`config.mk`:
```
export PLATFORM = sky130hd
export DESIGN_NAME = uart_rx
export DESIGN_NICKNAME = d
export VERILOG_FILES = /design/src/rtl/uart_rx_pkg.sv /design/src/rtl/uart_rx_sync_2ff.sv /design/src/rtl/uart_rx.sv
export SDC_FILE = /design/constraint.sdc
export NUM_CORES = 1
export LEC_CHECK = 0
export CAP_MARGIN = 20
export CORE_MARGIN = 2
export CORE_UTILIZATION = 50
export CTS_CLUSTER_SIZE = 28
export DETAILED_ROUTE_END_ITERATION = 8
export PLACE_DENSITY = 0.72
export SYNTH_ARGS = -nofsm -noshare
export SYNTH_HDL_FRONTEND = slang
export SYNTH_HIERARCHICAL = 1
export SYNTH_SLANG_ARGS = --single-unit
export TNS_END_PERCENT = 20
```
`constraint.sdc`:
```
create_clock -name i_clk -period 3.1 [get_ports i_clk]
set_input_delay 0.31 -clock i_clk [delete_from_list [all_inputs] [get_ports i_clk]]
set_output_delay 0.31 -clock i_clk [all_outputs]
set_load 0.005 [all_outputs]
```
`src/rtl/uart_rx_pkg.sv`:
```
// Shared definitions for the UART receiver: FSM state codes and default bit timing.
package uart_rx_pkg;

  // Codes mirror the transmitter encoding so state dumps read the same on both sides.
  typedef enum logic [2:0] {
    IDLE      = 3'b000,
    START     = 3'b001,
    DATA      = 3'b011,
    STOP      = 3'b010,
    DONE      = 3'b110,
    ERR       = 3'b111,
    WAIT_HIGH = 3'b101
  } rx_state_t;

  // 100 MHz system clock at 9600 baud.
  localparam int unsigned DEFAULT_CLK_DIVIDER   = 10417;
  localparam int unsigned DEFAULT_NBITS_DIVIDER = 14;

endpackage

```
`src/rtl/uart_rx_sync_2ff.sv`:
```
// Two-flop synchronizer for asynchronous inputs; reset value is chosen per use
// so idle-high lines do not look like activity right after reset.
module sync_2ff #(
  parameter int unsigned          WIDTH     = 1,
  parameter logic [WIDTH-1:0]     RESET_VAL = '1
) (
  input  logic             i_clk,
  input  logic             i_rst,
  input  logic [WIDTH-1:0] i_d,
  output logic [WIDTH-1:0] o_q
);

  logic [WIDTH-1:0] meta_q, meta_d;
  logic [WIDTH-1:0] sync_q, sync_d;

  // Next values: first stage captures the raw input, second stage resolves metastability.
  always_comb begin
    meta_d = i_d;
    sync_d = meta_q;
  end

  // Synchronizer flops.
  always_ff @(posedge i_clk or negedge i_rst) begin
    if (!i_rst) begin
      meta_q <= RESET_VAL;
      sync_q <= RESET_VAL;
    end else begin
      meta_q <= meta_d;
      sync_q <= sync_d;
    end
  end

  assign o_q = sync_q;

endmodule

```
`src/rtl/uart_rx.sv`:
```
// UART receiver, 8N1, LSB first, idle-high line. Mid-bit sampling driven by a
// clock-divider bit timer; one-cycle strobes for a good byte or a framing error.
//
// state     | meaning
// IDLE      | line idle, waiting for a low level
// START     | half-bit wait, then confirm start bit (high = glitch)
// DATA      | sample 8 data bits at bit centres, LSB first
// STOP      | sample stop bit at its centre
// DONE      | one cycle: publish byte, pulse o_valid
// ERR       | one cycle: pulse o_frameErr, byte discarded
// WAIT_HIGH | hold off until the line returns high (break / stuck low)
module uart_rx
  import uart_rx_pkg::*;
#(
  parameter int unsigned CLK_DIVIDER   = DEFAULT_CLK_DIVIDER,
  parameter int unsigned NBITS_DIVIDER = DEFAULT_NBITS_DIVIDER
) (
  input  logic       i_clk,
  input  logic       i_rst,
  input  logic       i_serialRX,
  output logic [7:0] o_data,
  output logic       o_valid,
  output logic       o_frameErr,
  output logic       o_busy
);

  localparam logic [NBITS_DIVIDER-1:0] HALF_LAST = NBITS_DIVIDER'(CLK_DIVIDER / 2 - 1);
  localparam logic [NBITS_DIVIDER-1:0] FULL_LAST = NBITS_DIVIDER'(CLK_DIVIDER - 1);
  localparam logic [NBITS_DIVIDER-1:0] CNT_ONE   = NBITS_DIVIDER'(1);

  rx_state_t                state_q, state_d;
  logic [NBITS_DIVIDER-1:0] cnt_q, cnt_d;
  logic [2:0]               idx_q, idx_d;
  logic [7:0]               shift_q, shift_d;
  logic [7:0]               data_q, data_d;
  logic                     rx_s;
  logic                     half_tick;
  logic                     full_tick;

  sync_2ff #(
    .WIDTH     (1),
    .RESET_VAL (1'b1)
  ) u_sync_rx (
    .i_clk (i_clk),
    .i_rst (i_rst),
    .i_d   (i_serialRX),
    .o_q   (rx_s)
  );

  assign half_tick = (cnt_q == HALF_LAST);
  assign full_tick = (cnt_q == FULL_LAST);

  // Next-state logic.
  always_comb begin
    state_d = state_q;
    case (state_q)
      IDLE:      if (!rx_s) state_d = START;
      START:     if (half_tick) state_d = rx_s ? IDLE : DATA;
      DATA:      if (full_tick && (idx_q == 3'd7)) state_d = STOP;
      STOP:      if (full_tick) state_d = rx_s ? DONE : ERR;
      DONE:      state_d = IDLE;
      ERR:       state_d = WAIT_HIGH;
      WAIT_HIGH: if (rx_s) state_d = IDLE;
      default:   state_d = IDLE;
    endcase
  end

  // Datapath: bit timer, bit index, shift register and output byte.
  always_comb begin
    cnt_d   = '0;
    idx_d   = idx_q;
    shift_d = shift_q;
    data_d  = data_q;
    case (state_q)
      IDLE: idx_d = 3'd0;
      START: cnt_d = half_tick ? '0 : cnt_q + CNT_ONE;
      DATA: begin
        cnt_d = full_tick ? '0 : cnt_q + CNT_ONE;
        if (full_tick) begin
          shift_d[idx_q] = rx_s;
          idx_d          = idx_q + 3'd1;
        end
      end
      STOP: begin
        cnt_d = full_tick ? '0 : cnt_q + CNT_ONE;
        // Load on the good stop sample so o_data is already new while o_valid is high.
        if (full_tick && rx_s) data_d = shift_q;
      end
      default: cnt_d = '0;
    endcase
  end

  // State and datapath registers.
  always_ff @(posedge i_clk or negedge i_rst) begin
    if (!i_rst) begin
      state_q <= IDLE;
      cnt_q   <= '0;
      idx_q   <= 3'd0;
      shift_q <= 8'h00;
      data_q  <= 8'h00;
    end else begin
      state_q <= state_d;
      cnt_q   <= cnt_d;
      idx_q   <= idx_d;
      shift_q <= shift_d;
      data_q  <= data_d;
    end
  end

  assign o_data     = data_q;
  assign o_valid    = (state_q == DONE);
  assign o_frameErr = (state_q == ERR);
  assign o_busy     = (state_q == DATA) || (state_q == STOP);

endmodule

```
### Yosys cells after proc, flatten, opt, wreduce, memory -nomap -nowiden

Index checks and enable logic that the tools add are counted.

* reduce and logical (&&, ||, !) cells: 11
* add/subtract/negate cells: 2
* magnitude comparators: 2
* mux-type cells: 16
* equality and inequality tests: 15

Operators with widths (number)
* 14-bit 2-to-1 mux: 2
* 14-bit case mux with 2 select lines: 1
* 3-bit 2-to-1 mux: 6
* 3-bit case mux with 6 select lines: 1
* 14-bit by 1-bit adder with 14-bit output, second input constant: 1
* 14-bit by 13-bit equality test with 1-bit output, second input constant: 1
* 14-bit equality test, second input constant: 1
* 3-bit equality test, second input constant: 4
* 2-bit inequality test, second input constant: 5
* 8-bit bitwise mux: 1
* 3-bit by 2-bit equality test with 1-bit output, second input constant: 2
* 3-bit case mux with 2 select lines: 1
* 2-bit AND reduction: 3
* 5-bit AND reduction: 1
* 3-bit by 4-bit less-than comparator with 1-bit output, second input constant: 1
* 3-bit by 1-bit adder with 3-bit output, second input constant: 1
* 1-bit demux with 3-bit select: 1
* 3-bit by 1-bit equality test with 1-bit output, second input constant: 1
* 3-bit by 1-bit greater-or-equal comparator with 1-bit output, second input constant: 1
* 1-bit logical AND: 3
* 3-bit zero test: 1
* 1-bit 2-to-1 mux: 2
* 2-bit 2-to-1 mux: 1
* 2-bit by 1-bit inequality test with 1-bit output, second input constant: 1
* 3 further kinds: 3

* logic and storage cells: 53
* bits in registers: 38

### Longest topological paths before layout

* depth in word-level cells: 5
* depth in mapped cells: 7
* gate-level depth less buffers: 6

### Hierarchy

Netlist, hierarchy kept.

By module, submodules not included
* uart_rx: sequential area each 900.9 um^2, times used 1, cells each 173, area an instance 1900.6 um^2
* sync_2ff: sequential area each 52.6 um^2, times used 1, cells each 2, area an instance 52.6 um^2

### Least setup slack after synthesis

Ideal clock, no wire load.

* path kind: reg-to-reg
* start point: register cnt_q[3]
* end point: register shift_q[5]
* setup time: 128 ps
* arrival time: 1705 ps
* setup slack: 1267 ps
* data required time: 2972 ps
* cell stages (with the launch flop): 6
* buffers on the path: 1
* period minus slack after synthesis: 1833 ps
* cell sequence: dfrtp_1 > nor4b_4 > nand4_4 > buf_6 > nor4_1 > mux2_1

* word-level cells in the longest chain between the ends: 2

Ends and longest elaborated chain
* start: declaration: RTL line uart_rx.sv:32 `logic [NBITS_DIVIDER-1:0] cnt_q, cnt_d;`
* start signal: assignment: RTL line uart_rx.sv:103 `cnt_q <= cnt_d;`
* 14-bit equality test: RTL line uart_rx.sv:51 `assign full_tick = (cnt_q == FULL_LAST);`
* 2-bit AND reduction (no source line)
* end signal: assignment: RTL line uart_rx.sv:105 `shift_q <= shift_d;`
* end: declaration: RTL line uart_rx.sv:34 `logic [7:0] shift_q, shift_d;`

No other way between the ends.
A chain may end at the register's enable or synchronous reset.

### Worst setup path after layout

* start point: register cnt_q[0]
* end point: register data_q[4], in the netlist o_data[4]

* word-level cells in the longest chain between the ends: 3

Ends and longest elaborated chain
* 14-bit equality test: RTL line uart_rx.sv:51
* 1-bit logical AND: RTL line uart_rx.sv:87 `if (full_tick && rx_s) data_d = shift_q;`
* 2-bit AND reduction (no source line)
* end signal: assignment: RTL line uart_rx.sv:106 `data_q <= data_d;`
* end: declaration: RTL line uart_rx.sv:35 `logic [7:0] data_q, data_d;`

No other way between the ends.

==> run_results.csv <==
group,metric,value,unit
critical_path,startpoint_type_of_the_worst_setup_path,"flop",
yosys,syn_nets,182,
floorplan,ios,14,
sta,fin_tns_setup,0,ns
yosys,synth-compound-area-share,5.51,%
yosys,synth_simple_gate_area_share,23.3,%
clock_network,post_cts.repair.setup_buffers,0,
clock_network,cts-root-buf,"sky130_fd_sc_hd__clkbuf_8",
clock_network,cts.repair.resized,0,
global_routing,grt_max_degree,39,
drt,routed-via-count,1312,
sta,slew_headroom,44.4,%
sta,report.final.hold_viol_count,0,
yosys,synthesis.area,0.00195,mm²
yosys,async_flop_share,100,%
critical_path,crit_fanout,13,
critical_path,timing.critical_path.required,3.29,ns
power,switching_power_share_of_the_total,21.8,%
cells_and_area,drive_gt1_share,17.2,%
global_routing,antenna_found_initial,0,
power,internal_power,0.679,mW
critical_path,list_of_cells_traversed_by_the_critical_path,"inv_1, ha_1, and4b_1, nand4_4, nor3_4, mux2_2",
cells_and_area,fin_nets,192,
clock_network,cts_tree,"yes",
floorplan,die_x,66.5,µm
drt,routed_wirelength,3.60,mm
yosys,synth_seq_cells,38,
critical_path,worstReg2RegStart,"cnt_q[0]",
yosys,post_synth_edffs,0,
cells_and_area,cell_area_after_layout,0.00216,mm²
power,irDropWorstVdd,258,µV
critical_path,crit_slowest_cell,"sky130_fd_sc_hd__dfrtp_1",
drt,first_pass_iters,4,
sta,grt_setup_unrepaired,"false",
yosys,netlist-cell-type-count,45,
global_routing,first_pass_grt_wire_length,6.33,mm
drt,drt_drc_violations_left,0,
sta,fmaxAchievable,473,MHz
cells_and_area,area_growth,10.6,%
critical_path,slowest_delay,0.44,ns
floorplan,floorplan.die_area,0.00442,mm²
clock_network,insertion_delay,0.30,ns
run,drv_cap,0,
sta,report.final.setup_viol,0,
floorplan,floorplan.core_area,0.00372,mm²
run_status,outcome,"complete, no violations",
critical_path,endpoint_kind,"flop",
yosys,synth_fa_ha_area_share,2.56,%
placement,place.gp.congestion,0.864,
sta,slew_violations,0,
critical_path,criticalPathCategory,"reg2reg",
clock_network,htreeDepth,2,
global_routing,gr-total-overflow,0,
yosys,synth_sequential_area_ratio,48.8,%
yosys,postSynthAreaPerCell,11.2,µm²
cells_and_area,most_frequent_standard_cell_in_the_layout_excluding_fill_and_tap_cells,"sky130_fd_sc_hd__dfrtp_1",
placement,pre_cts_ws,0.990,ns
sta,final.setup_skew,0.00395,ns
critical_path,cp.arrival,2.30,ns
cells_and_area,most-common-layout-cells,"36 x sky130_fd_sc_hd__dfrtp_1, 17 x sky130_fd_sc_hd__nor2_1, 12 x sky130_fd_sc_hd__mux2_2, 12 x sky130_fd_sc_hd__clkdlybuf4s50_1, 10 x sky130_fd_sc_hd__nand3_1",
power,pwr_density_cell,402,mW/mm²
yosys,synth_flop_cell,"sky130_fd_sc_hd__dfrtp_1",
global_routing,groute.usage.overall,19.5,%
clock_network,clkSlewWorstSetupHoldPaths,0.07,ns
yosys,yosys_warnings,6,
floorplan,initial_cell_density_of_the_core,52.6,%
global_routing,vias_in_the_first_global_route,1274,
power,power.sequential.fraction,57.6,%
placement,post_dp_cell_area,0.00206,mm²
power,pwr-share-clk,40.9,%
drt,post_drt_via_cell_ratio,5.61,
yosys,yosys.area.top_type_share,46.1,%
clock_network,total_clock_buffers_created_by_cts,5,
sta,slew_at_the_pin_closest_to_its_max_slew_limit,0.834,ns
yosys,synth_area_leader_cell,"sky130_fd_sc_hd__dfrtp_1",
yosys,synth_top_family_by_area,"simple AND/OR/NAND/NOR gates",
power,power.combinational.fraction,1.5,%
cells_and_area,insertedDiodeCount,0,
sta,final_critical_path_setup_slack,0.984,ns
drt,avgRoutedWirePerCell,15.4,µm
hold_path,timing.hold.worst.class,"in2async",
critical_path,critical_path.startpoint,"cnt_q[0]",
floorplan,die-height,66.5,µm
sta,timing.final.crit_share,68.3,%
clock_network,post_cts_hold_buffer_count,0,
clock_network,clock_sink_count,38,
drt,drt-initial-drc-count,96,
clock_network,ctsLongestPathBuffers,2,
yosys,synthTopCellsByArea,"sky130_fd_sc_hd__dfrtp_1 46%, sky130_fd_sc_hd__mux2_2 6.9%, sky130_fd_sc_hd__nor2_1 3.3%",
yosys,synth_xor_area_share,4.93,%
yosys,muxShareOfSynthArea,9.74,%
power,p_switching,0.190,mW
floorplan,num_rows,22,
sta,timing.final.crit_period,2.12,ns
placement,port-buffer-count,13,
drt,drt.antenna.violating_nets,0,
power,static-leakage-power,0.984,nW
placement,place.detailed.hpwl,2.52,mm
yosys,postSynthCellCount,175,
-- layout make-up --
class / count / area, µm²
well taps: 48 / 60.1
multi-input cells: 120 / 900
repair buffers: 13 / 125
clock buffers: 6 / 82.6
fillers: 320 / 1560
flip-flops and latches: 38 / 953
inverters: 7 / 26.3
clock inverters: 2 / 12.5
-- state kept, by name, summed over array words and instances, names as in the netlist --
register,flops
u_sync_rx/meta_q,1
cnt_q,14
u_sync_rx/o_q,1
o_data,8
shift_q,8
idx_q,3
state_q,3
-- cell families after synthesis --
| kind of cell | after synthesis |
|---|---|
| muxes | 17 |
| adders and majority gates | 4 |
| DFF | 38 |
| and+or+nand+nor | 73 |
| buffers and inverters | 17 |
| AOI/OAI and AO/OA | 15 |
| xor gates and xnor gates | 11 |
-- critical path: cells and delay by family, from the launching register on --
| kind | cells | cell delay, ns |
|---|---|---|
| mux | 1 | 0.40 |
| simple gates | 3 | 0.93 |
| fa+ha+maj | 1 | 0.15 |
| flops | 1 | 0.44 |
| buf+inv | 1 | 0.09 |
-- metrics by stage --
stage	hold slack, ns	power [mW]	std cells	utilization [%]
2_1_floorplan	0.0144	0.512	175	-
3_3_place_gp	0.346	0.523	226	55.6
3_5_place_dp	0.351	0.524	226	55.6
4_1_cts	0.136	0.881	234	58.1
5_1_grt	0.176	0.904	234	58.1
6_report	0.101	0.868	234	58.1
-- metal layers --
layer / GRT usage, % / share of wire (%) / up-vias
met3: 6.59 / 2.6 / 6
met2: 28.5 / 47 / 15
met5: 0 / 0 / -
met1: 26.7 / 49 / 646
met4: 7.65 / 1.7 / 0
li1: - / - / 645
-- cell usage after synthesis, types with 2 or more instances --
| master | n |
|---|---|
| sky130_fd_sc_hd__and4b_1 | 2 |
| sky130_fd_sc_hd__buf_4 | 2 |
| sky130_fd_sc_hd__nand2b_1 | 3 |
| sky130_fd_sc_hd__mux2_2 | 12 |
| sky130_fd_sc_hd__dfstp_2 | 2 |
| sky130_fd_sc_hd__and4_2 | 2 |
| sky130_fd_sc_hd__a211oi_1 | 3 |
| sky130_fd_sc_hd__nand3b_1 | 2 |
| sky130_fd_sc_hd__xor2_1 | 7 |
| sky130_fd_sc_hd__dfrtp_1 | 36 |
| sky130_fd_sc_hd__xnor2_1 | 4 |
| sky130_fd_sc_hd__buf_6 | 2 |
| sky130_fd_sc_hd__nand2_1 | 8 |
| sky130_fd_sc_hd__nand4_1 | 5 |
| sky130_fd_sc_hd__nor2b_1 | 4 |
| sky130_fd_sc_hd__buf_2 | 2 |
| sky130_fd_sc_hd__nand3_1 | 10 |
| sky130_fd_sc_hd__inv_1 | 7 |
| sky130_fd_sc_hd__o21ai_0 | 2 |
| sky130_fd_sc_hd__nor4_1 | 8 |
| sky130_fd_sc_hd__nor2_1 | 17 |
| sky130_fd_sc_hd__mux2_1 | 4 |
| sky130_fd_sc_hd__ha_1 | 4 |
| sky130_fd_sc_hd__nor3_1 | 2 |
| sky130_fd_sc_hd__clkbuf_1 | 3 |
| sky130_fd_sc_hd__a21oi_1 | 3 |
-- power groups by stage --
stage	Combinational (mW)	Sequential [mW]	Clock [mW]
finish	0.0134	0.500	0.355
global route	0.0160	0.500	0.388
CTS	0.0144	0.500	0.367
detailed placement	0.0143	0.509	0
global placement	0.0137	0.509	0
floorplan	0.00405	0.508	0
-- final timing paths --
check / cells past startpoint / slack [ns] / to
max in group asynchronous: 1 / 2.46 / o_data[2]
setup / recovery: 6 / 0.98 / o_data[4]
setup reg to reg: 6 / 0.98 / o_data[4]
min in group i_clk: 0 / 0.36 / u_sync_rx/o_q
hold / removal: 1 / 0.10 / cnt_q[13]
hold reg to reg: 0 / 0.36 / u_sync_rx/o_q
Note: power is estimated with default switching activity, not from simulation.
